<file path="src/rtl/execute_stage_md_if.sv">
// Purpose: ID/EX input bus and EX/MEM output slot of execute_stage_md, including both handshakes.
// Ports: slave = execute stage view (consumes in_*, fwd_*, out_ready); master = the opposite side.
// Backpressure: in_valid/in_ready on the input side and out_valid/out_ready on the output slot.
interface execute_stage_md_if #(
    parameter int XLEN = 32
);
    logic            in_valid;
    logic            in_ready;
    logic [3:0]      in_alu_ctrl;
    logic            in_is_md;
    logic [2:0]      in_funct3;
    logic [XLEN-1:0] in_rs1_val;
    logic [XLEN-1:0] in_rs2_val;
    logic [XLEN-1:0] in_imm;
    logic            in_alu_src;
    logic [1:0]      fwd_a_sel;
    logic [1:0]      fwd_b_sel;
    logic [XLEN-1:0] mem_fwd_data;
    logic [XLEN-1:0] wb_fwd_data;
    logic [4:0]      in_rd;
    logic            in_we;
    logic            in_mem_read;
    logic            in_mem_write;
    logic            out_valid;
    logic            out_ready;
    logic [XLEN-1:0] out_result;
    logic            out_zero;
    logic [XLEN-1:0] out_store_data;
    logic [4:0]      out_rd;
    logic            out_we;
    logic            out_mem_read;
    logic            out_mem_write;
    logic            busy;

    modport slave (
        input  in_valid, in_alu_ctrl, in_is_md, in_funct3, in_rs1_val, in_rs2_val, in_imm,
               in_alu_src, fwd_a_sel, fwd_b_sel, mem_fwd_data, wb_fwd_data, in_rd, in_we,
               in_mem_read, in_mem_write, out_ready,
        output in_ready, out_valid, out_result, out_zero, out_store_data, out_rd, out_we,
               out_mem_read, out_mem_write, busy
    );

    modport master (
        output in_valid, in_alu_ctrl, in_is_md, in_funct3, in_rs1_val, in_rs2_val, in_imm,
               in_alu_src, fwd_a_sel, fwd_b_sel, mem_fwd_data, wb_fwd_data, in_rd, in_we,
               in_mem_read, in_mem_write, out_ready,
        input  in_ready, out_valid, out_result, out_zero, out_store_data, out_rd, out_we,
               out_mem_read, out_mem_write, busy
    );
endinterface

</file>
<file path="src/rtl/execute_stage_md.sv">
// Purpose: execute stage with MEM/WB forwarding, 1-cycle ALU and iterative RV-M mul/div into a registered slot.
// Latency: ALU 1 cycle (1 op/cycle); M ops XLEN+2 cycles, input blocked while busy.
// Backpressure: the slot holds while out_ready=0; in_ready drops until it drains. Ports: clk, rst_n, flush, io (slave).
module execute_stage_md #(
    parameter int XLEN  = 32,
    parameter int MD_EN = 1
) (
    input  logic                 clk,
    input  logic                 rst_n,
    input  logic                 flush,
    execute_stage_md_if.slave    io
);
    localparam int SHW = $clog2(XLEN);
    localparam int CW  = $clog2(XLEN) + 1;

    localparam logic [1:0] ST_IDLE = 2'd0;
    localparam logic [1:0] ST_RUN  = 2'd1;
    localparam logic [1:0] ST_DONE = 2'd2;

    logic [1:0]        state;
    logic [CW-1:0]     cnt;
    // acc_hi/acc_lo: {partial product, multiplier} for mul, {remainder, quotient} for div
    logic [XLEN-1:0]   acc_hi;
    logic [XLEN-1:0]   acc_lo;
    logic [XLEN-1:0]   md_b;
    logic [2:0]        md_f3;
    logic              neg_a;
    logic              neg_b;
    logic              div_zero;

    function automatic logic [XLEN-1:0] fwd_mux(input logic [1:0] sel, input logic [XLEN-1:0] rf,
                                                input logic [XLEN-1:0] mem, input logic [XLEN-1:0] wb);
        case (sel)
            2'b01:   return mem;
            2'b10:   return wb;
            default: return rf;
        endcase
    endfunction

    logic [XLEN-1:0] op_a, fwd_b, op_b, alu_res, alu_out;
    logic            accept, md_op;

    assign op_a  = fwd_mux(io.fwd_a_sel, io.in_rs1_val, io.mem_fwd_data, io.wb_fwd_data);
    assign fwd_b = fwd_mux(io.fwd_b_sel, io.in_rs2_val, io.mem_fwd_data, io.wb_fwd_data);
    assign op_b  = io.in_alu_src ? io.in_imm : fwd_b;

    assign io.in_ready = (state == ST_IDLE) && (!io.out_valid || io.out_ready);
    assign io.busy     = (state != ST_IDLE);
    assign accept      = io.in_valid && io.in_ready && !flush;
    assign md_op       = io.in_is_md && (MD_EN != 0);

    always_comb begin
        alu_res = '0;
        case (io.in_alu_ctrl)
            4'b0000: alu_res = op_a & op_b;
            4'b0001: alu_res = op_a | op_b;
            4'b0010: alu_res = op_a + op_b;
            4'b0110: alu_res = op_a - op_b;
            4'b0111: alu_res = {{(XLEN-1){1'b0}}, ($signed(op_a) < $signed(op_b))};
            4'b1000: alu_res = {{(XLEN-1){1'b0}}, (op_a < op_b)};
            4'b1001: alu_res = op_a ^ op_b;
            4'b1010: alu_res = op_a << op_b[SHW-1:0];
            4'b1011: alu_res = op_a >> op_b[SHW-1:0];
            4'b1100: alu_res = $signed(op_a) >>> op_b[SHW-1:0];
            default: alu_res = '0;
        endcase
    end

    // An M op that reaches here with the unit absent completes immediately with 0
    assign alu_out = io.in_is_md ? '0 : alu_res;

    // Operand signedness: DIV/REM (f3[0]=0) signed; MULH signs both, MULHSU only A; MUL is sign-agnostic
    logic            a_sgn, b_sgn, na, nb;
    logic [XLEN-1:0] abs_a, abs_b;
    assign a_sgn = io.in_funct3[2] ? !io.in_funct3[0] : (io.in_funct3[1:0] == 2'b01 || io.in_funct3[1:0] == 2'b10);
    assign b_sgn = io.in_funct3[2] ? !io.in_funct3[0] : (io.in_funct3[1:0] == 2'b01);
    assign na    = a_sgn && op_a[XLEN-1];
    assign nb    = b_sgn && op_b[XLEN-1];
    assign abs_a = na ? -op_a : op_a;
    assign abs_b = nb ? -op_b : op_b;

    // One iteration: shift-add for multiply, restoring subtract for divide
    logic [XLEN:0]     mul_sum, rem_sh, div_diff;
    assign mul_sum  = {1'b0, acc_hi} + (acc_lo[0] ? {1'b0, md_b} : '0);
    assign rem_sh   = {acc_hi, acc_lo[XLEN-1]};
    assign div_diff = rem_sh - {1'b0, md_b};

    // Sign correction on the magnitude results
    logic [2*XLEN-1:0] prod;
    logic [XLEN-1:0]   quo, rem, md_res;
    assign prod = (neg_a ^ neg_b) ? -{acc_hi, acc_lo} : {acc_hi, acc_lo};
    assign quo  = (neg_a ^ neg_b) ? -acc_lo : acc_lo;
    assign rem  = neg_a ? -acc_hi : acc_hi;

    always_comb begin
        md_res = '0;
        case (md_f3)
            3'b000:                 md_res = prod[XLEN-1:0];
            3'b001, 3'b010, 3'b011: md_res = prod[2*XLEN-1:XLEN];
            3'b100, 3'b101:         md_res = div_zero ? '1 : quo;
            default:                md_res = rem;  // remainder of x/0 is x via the same path
        endcase
    end

    always_ff @(posedge clk or negedge rst_n) begin
        if (!rst_n) begin
            state             <= ST_IDLE;
            cnt               <= '0;
            acc_hi            <= '0;
            acc_lo            <= '0;
            md_b              <= '0;
            md_f3             <= '0;
            neg_a             <= 1'b0;
            neg_b             <= 1'b0;
            div_zero          <= 1'b0;
            io.out_valid      <= 1'b0;
            io.out_result     <= '0;
            io.out_zero       <= 1'b0;
            io.out_store_data <= '0;
            io.out_rd         <= '0;
            io.out_we         <= 1'b0;
            io.out_mem_read   <= 1'b0;
            io.out_mem_write  <= 1'b0;
        end else if (flush) begin
            state        <= ST_IDLE;
            io.out_valid <= 1'b0;
        end else begin
            if (io.out_valid && io.out_ready) io.out_valid <= 1'b0;
            case (state)
                ST_IDLE: begin
                    if (accept) begin
                        // Accept implies the slot is empty or draining now, so control can land directly
                        io.out_store_data <= fwd_b;
                        io.out_rd         <= io.in_rd;
                        io.out_we         <= io.in_we;
                        io.out_mem_read   <= io.in_mem_read;
                        io.out_mem_write  <= io.in_mem_write;
                        if (md_op) begin
                            state    <= ST_RUN;
                            cnt      <= CW'(XLEN);
                            acc_hi   <= '0;
                            acc_lo   <= abs_a;
                            md_b     <= abs_b;
                            md_f3    <= io.in_funct3;
                            neg_a    <= na;
                            neg_b    <= nb;
                            div_zero <= (op_b == '0);
                        end else begin
                            io.out_valid  <= 1'b1;
                            io.out_result <= alu_out;
                            io.out_zero   <= (alu_out == '0);
                        end
                    end
                end
                ST_RUN: begin
                    if (md_f3[2]) begin
                        if (!div_diff[XLEN]) begin
                            acc_hi <= div_diff[XLEN-1:0];
                            acc_lo <= {acc_lo[XLEN-2:0], 1'b1};
                        end else begin
                            acc_hi <= rem_sh[XLEN-1:0];
                            acc_lo <= {acc_lo[XLEN-2:0], 1'b0};
                        end
                    end else begin
                        acc_hi <= mul_sum[XLEN:1];
                        acc_lo <= {mul_sum[0], acc_lo[XLEN-1:1]};
                    end
                    cnt <= cnt - CW'(1);
                    if (cnt == CW'(1)) state <= ST_DONE;
                end
                ST_DONE: begin
                    io.out_valid  <= 1'b1;
                    io.out_result <= md_res;
                    io.out_zero   <= (md_res == '0);
                    state         <= ST_IDLE;
                end
                default: state <= ST_IDLE;
            endcase
        end
    end
endmodule

</file>
<file path="src/flat_wrapper.sv">
// flat-port wrapper written by rule: the top's interface ports become plain ports
module execute_stage_md_flat 
#(
    parameter int XLEN  = 32,
    parameter int MD_EN = 1
)
  (clk, rst_n, flush, io_in_valid, io_in_alu_ctrl, io_in_is_md, io_in_funct3, io_in_rs1_val, io_in_rs2_val, io_in_imm, io_in_alu_src, io_fwd_a_sel, io_fwd_b_sel, io_mem_fwd_data, io_wb_fwd_data, io_in_rd, io_in_we, io_in_mem_read, io_in_mem_write, io_out_ready, io_in_ready, io_out_valid, io_out_result, io_out_zero, io_out_store_data, io_out_rd, io_out_we, io_out_mem_read, io_out_mem_write, io_busy);
  execute_stage_md_if #(.XLEN(XLEN)) io_i ();
  input  logic clk;
  input  logic rst_n;
  input  logic flush;
  input wire logic [$bits(io_i.in_valid)-1:0] io_in_valid;
  input wire logic [$bits(io_i.in_alu_ctrl)-1:0] io_in_alu_ctrl;
  input wire logic [$bits(io_i.in_is_md)-1:0] io_in_is_md;
  input wire logic [$bits(io_i.in_funct3)-1:0] io_in_funct3;
  input wire logic [$bits(io_i.in_rs1_val)-1:0] io_in_rs1_val;
  input wire logic [$bits(io_i.in_rs2_val)-1:0] io_in_rs2_val;
  input wire logic [$bits(io_i.in_imm)-1:0] io_in_imm;
  input wire logic [$bits(io_i.in_alu_src)-1:0] io_in_alu_src;
  input wire logic [$bits(io_i.fwd_a_sel)-1:0] io_fwd_a_sel;
  input wire logic [$bits(io_i.fwd_b_sel)-1:0] io_fwd_b_sel;
  input wire logic [$bits(io_i.mem_fwd_data)-1:0] io_mem_fwd_data;
  input wire logic [$bits(io_i.wb_fwd_data)-1:0] io_wb_fwd_data;
  input wire logic [$bits(io_i.in_rd)-1:0] io_in_rd;
  input wire logic [$bits(io_i.in_we)-1:0] io_in_we;
  input wire logic [$bits(io_i.in_mem_read)-1:0] io_in_mem_read;
  input wire logic [$bits(io_i.in_mem_write)-1:0] io_in_mem_write;
  input wire logic [$bits(io_i.out_ready)-1:0] io_out_ready;
  output wire logic [$bits(io_i.in_ready)-1:0] io_in_ready;
  output wire logic [$bits(io_i.out_valid)-1:0] io_out_valid;
  output wire logic [$bits(io_i.out_result)-1:0] io_out_result;
  output wire logic [$bits(io_i.out_zero)-1:0] io_out_zero;
  output wire logic [$bits(io_i.out_store_data)-1:0] io_out_store_data;
  output wire logic [$bits(io_i.out_rd)-1:0] io_out_rd;
  output wire logic [$bits(io_i.out_we)-1:0] io_out_we;
  output wire logic [$bits(io_i.out_mem_read)-1:0] io_out_mem_read;
  output wire logic [$bits(io_i.out_mem_write)-1:0] io_out_mem_write;
  output wire logic [$bits(io_i.busy)-1:0] io_busy;
  assign io_i.in_valid = io_in_valid;
  assign io_i.in_alu_ctrl = io_in_alu_ctrl;
  assign io_i.in_is_md = io_in_is_md;
  assign io_i.in_funct3 = io_in_funct3;
  assign io_i.in_rs1_val = io_in_rs1_val;
  assign io_i.in_rs2_val = io_in_rs2_val;
  assign io_i.in_imm = io_in_imm;
  assign io_i.in_alu_src = io_in_alu_src;
  assign io_i.fwd_a_sel = io_fwd_a_sel;
  assign io_i.fwd_b_sel = io_fwd_b_sel;
  assign io_i.mem_fwd_data = io_mem_fwd_data;
  assign io_i.wb_fwd_data = io_wb_fwd_data;
  assign io_i.in_rd = io_in_rd;
  assign io_i.in_we = io_in_we;
  assign io_i.in_mem_read = io_in_mem_read;
  assign io_i.in_mem_write = io_in_mem_write;
  assign io_i.out_ready = io_out_ready;
  assign io_in_ready = io_i.in_ready;
  assign io_out_valid = io_i.out_valid;
  assign io_out_result = io_i.out_result;
  assign io_out_zero = io_i.out_zero;
  assign io_out_store_data = io_i.out_store_data;
  assign io_out_rd = io_i.out_rd;
  assign io_out_we = io_i.out_we;
  assign io_out_mem_read = io_i.out_mem_read;
  assign io_out_mem_write = io_i.out_mem_write;
  assign io_busy = io_i.busy;
  execute_stage_md #(.XLEN(XLEN), .MD_EN(MD_EN)) u_core (.clk(clk), .rst_n(rst_n), .flush(flush), .io(io_i));
endmodule
</file>
<file path="config.mk">
export PLATFORM = sky130hd
export DESIGN_NAME = execute_stage_md_flat
export DESIGN_NICKNAME = d
export VERILOG_FILES = /design/src/rtl/execute_stage_md_if.sv /design/src/rtl/execute_stage_md.sv /design/src/flat_wrapper.sv
export SDC_FILE = /design/constraint.sdc
export NUM_CORES = 1
export LEC_CHECK = 0
export CAP_MARGIN = 20
export CORE_ASPECT_RATIO = 1.2
export CORE_MARGIN = 8
export CORE_UTILIZATION = 40
export CTS_CLUSTER_SIZE = 16
export DETAILED_ROUTE_END_ITERATION = 10
export GPL_TIMING_DRIVEN = 0
export PLACE_DENSITY = 0.6
export SYNTH_ARGS = -nofsm -noshare
export SYNTH_HDL_FRONTEND = slang
export SYNTH_SLANG_ARGS = --single-unit
export TNS_END_PERCENT = 10
</file>
<file path="constraint.sdc">
create_clock -name clk -period 3.6 [get_ports clk]
set_input_delay 0.72 -clock clk [delete_from_list [all_inputs] [get_ports clk]]
set_output_delay 0.72 -clock clk [all_outputs]
set_load 0.02 [all_outputs]
</file>
==> run_results.csv <==
group,metric,value,unit
logic_synthesis,yosys.area_share.adder,8.76,%
logic_synthesis,yosys.area_share.simple,20.1,%
global_route,grt_max_degree,76,
placement,hpwl,130,mm
cts,hold_buffers,0,
logic_synthesis,ys_ff_latch,184,
final_layout,final_common_cell,"nand2_1",
logic_synthesis,yosys-mux-area-fraction,5.85,%
die,num_rows,102,
sta,fin_crit_sh,145,%
critical_path,path_max_fanout,10,
sta,final_max_slew_viol_count,0,
die,die_x,248,um
critical_path,critPathLaunch,"io_fwd_b_sel[0]",
global_route,overflow,0,
logic_synthesis,synth.net_count,3990,
global_route,grt.total_usage,45.8,%
critical_path,rr_startpoint,"u_core.acc_lo[0]$_DFFE_PN0P_",
cts,numCtsBuffers,17,
cts,path_clk_slew,0.09,ns
logic_synthesis,ys_seq_area_share,17.8,%
critical_path,cp_common_cell,"ha_4",
final_layout,drive_above_1_share,19.7,%
final_layout,multiInputGateArea,22100,um^2
placement,gp_congestion,1.07,
final_layout,layout_common_cells,"nand2_1, o21ai_0, nor2_1, clkdlybuf4s50_1, a21oi_1",
routing,firstDrtPassIters,9,
logic_synthesis,yosys.area.top_type,"dfrtp_1",
final_layout,synthToLayoutAreaGrowth,36.0,%
logic_synthesis,syn_area,25900,um^2
critical_path,cp_slowest_cell,"o31ai_4",
die,pin_count,262,
logic_synthesis,synth-edff-count,0,
final_layout,stdcell_area,35200,um^2
final_layout,regArea,4610,um^2
placement,dpl_cell_area,30300,um^2
cts,clock_path_buffers,2,
critical_path,slowest_delay,0.65,ns
logic_synthesis,synth_top_cell_area_share,17.8,%
power,p_leak,14.2,nW
placement,dp_slack,-3.87,ns
critical_path,cp.required,4.04,ns
sta,fmax,191,MHz
logic_synthesis,yosysUniqueCellTypes,105,
cts,cts_sinks,184,
critical_path,r2r_cells,15,
critical_path,critPathArrivalTime,5.68,ns
global_route,grt_pass1_vias,32500,
routing,route.detailed.drc,0,
routing,vias,33900,
flow_run,maxCapViolCount,0,
final_layout,nNetsFinal,4467,
sta,fin_crit,5.23,ns
die,die_h,295,um
min_path,hold_class,"in2async",
sta,final_hold_viol_count,0,
power,vdd_ir_drop_max,0.423,mV
power,power_density,624,nW/um^2
cts,htreeDepth,4,
critical_path,crit_path_start_kind,"primary input",
final_layout,final_core_util,54.8,%
logic_synthesis,synth_top_family_by_area,"compound AO/OA/AOI/OAI gates",
logic_synthesis,synth-warning-count,0,
cts,cts_tree,"yes",
routing,wirelength,173,mm
logic_synthesis,yosys_most_used_dff,"dfrtp_1",
placement,io_buffers,260,
cts,clock_latency,0.52,ns
routing,routedWlPerCell,34.8,um
logic_synthesis,postSynthAreaPerCell,7.15,um^2
cts,cts_root_buf,"clkbuf_16",
logic_synthesis,synth_compound_area_share,34.8,%
routing,initialDrtViolationCount,4444,
logic_synthesis,synth.area.top_cells,"dfrtp_1, ha_1, o21ai_0, nand2_1, mux2i_1",
die,core-area,64300,um^2
global_route,grt_pass1_wl,240,mm
power,total_power,22.0,mW
die,dieArea,73200,um^2
logic_synthesis,synth_xor_xnor_area_share,6.11,%
final_layout,fillers,6279,
critical_path,worstReg2RegEnd,"u_core.io.out_zero$_DFFE_PN0P_",
routing,detail-route-antenna-nets,0,
sta,grt_setup_unrepaired,"yes",
sta,relSlewSlack,19.7,%
sta,fin_ws,-1.63,ns
logic_synthesis,synthCells,3625,
logic_synthesis,async_flop_share,100,%
routing,via_per_inst,6.85,
global_route,antenna_found_initial,11,
status,violations,"negative setup slack",
critical_path,crit_type,"in2reg",
status,status,"finished with violations",
sta,setup_viol,91,
critical_path,crit_path_end_kind,"register",
critical_path,r2r_setup_slack,-1.07,ns
die,start_util,40.3,%
critical_path,path_cells,"buf_8 -> inv_4 -> ha_4 -> clkbuf_4 -> clkbuf_8 -> a221oi_4 -> o31ai_4 -> inv_2 -> ha_4 -> nor2_4 -> a32o_2 -> a31o_4 -> or2_4 -> a221o_1 -> o21ai_2 -> o211ai_1 -> a21oi_4 -> a41oi_2 -> nor4_2 -> nand4_1 -> nor4b_2 -> a41o_1",
sta,worst_pin_slew,1.19,ns
sta,finClkSkew,0.0239,ns
[cell usage after synthesis, drive strengths merged, types with 18 or more instances]
library cell	number
nand2	435
o21ai	421
nor2	328
a21oi	266
clkbuf	185
dfrtp	184
ha	175
inv	174
mux2i	147
xnor2	133
nor3	101
o22ai	76
buf	66
a221o	64
a22oi	51
a31oi	47
xor2	47
nor4	46
o31ai	43
nand3	42
o21a	42
a211oi	40
a21o	38
o221ai	38
a221oi	34
o211ai	33
nand2b	31
nor2b	25
or3	24
nand4	21
and2	18
[critical path, delay by kind of cell]
| kind | cells | cell delay, ns |
|---|---|---|
| buffers and inverters | 5 | 0.78 |
| adder cells (fa/ha/maj) | 2 | 0.56 |
| AND/OR/NAND/NOR | 5 | 0.99 |
| AO/OA/AOI/OAI | 10 | 2.60 |
[through the flow]
stage / cells / TNS, ns / hold slack [ns]
floorplan: 3625 / -26.72 / 0.424
global placement: 4717 / -1444.15 / 0.461
detailed placement: 4732 / -254.37 / 0.461
CTS: 4907 / -42.89 / 0.0863
global route: 4952 / -58.08 / 0.107
finish: 4954 / -47.32 / 0.0764
[logic make-up after synthesis]
group	Yosys count
buf+inv	426
simple gates	1140
fa+ha+maj	179
flops	184
mux	151
compound gates	1365
xor+xnor	180
[area by class of cell]
class / count / share of cell area [%]
Clock inverter: 12 / 0.352
Sequential cell: 184 / 13.1
Antenna cell: 7 / 0.0497
Clock buffer: 20 / 1.27
Inverter: 175 / 2.04
Timing Repair Buffer: 468 / 12.5
Tap cell: 832 / 2.95
Multi-Input combinational cell: 3015 / 62.6
Buffer: 241 / 5.12
[what timing repair did]
action | in CTS | in global routing
setup buffers | 149 | 38
gates cloned | 2 | 2
setup endpoints to repair | 131 | 126
hold endpoints to repair | 0 | 0
pin swaps | 147 | 84
gates resized for setup | 567 | 140
[power breakdown]
part           internal [mW]  total [mW]  switching [mW]
sequential              2.65        3.59           0.942
clock                  0.940        1.97            1.03
combinational           6.14        16.4            10.3
total                   9.73        22.0            12.3
[worst max path at each step]
stage | to | depth (start not counted)
final | u_core.io.out_zero$_DFFE_PN0P_ | 22
after global routing | u_core.io.out_zero$_DFFE_PN0P_ | 24
after CTS | u_core.io.out_zero$_DFFE_PN0P_ | 24
after detailed placement | u_core.io.out_zero$_DFFE_PN0P_ | 23
after global placement | u_core.io.out_result[2]$_DFFE_PN0P_ | 1
after floorplan | u_core.io.out_zero$_DFFE_PN0P_ | 22
[metal layers]
metal  vias to the layer above  share of wire (%)  global-route usage [%]
li1                      14400                  -                       -
met1                     16200                 33                    49.1
met2                      2471                 45                    72.5
met3                       871                9.8                    11.8
met4                        10                 12                    43.5
met5                         -              0.044                   0.137
[sequential cells by signal, indices dropped and copies added, names as in the netlist]
signal                    cells
u_core.md_f3                  3
u_core.md_b                  32
u_core.io.out_rd              5
u_core.state                  2
u_core.io.out_result         32
u_core.neg_a                  1
u_core.io.out_store_data     32
u_core.io.out_mem_read        1
u_core.acc_lo                32
u_core.io.out_zero            1
u_core.acc_hi                32
u_core.cnt                    6
u_core.io.out_we              1
u_core.io.out_valid           1
u_core.neg_b                  1
u_core.div_zero               1
u_core.io.out_mem_write       1
Power figures use the tool's default switching activity.
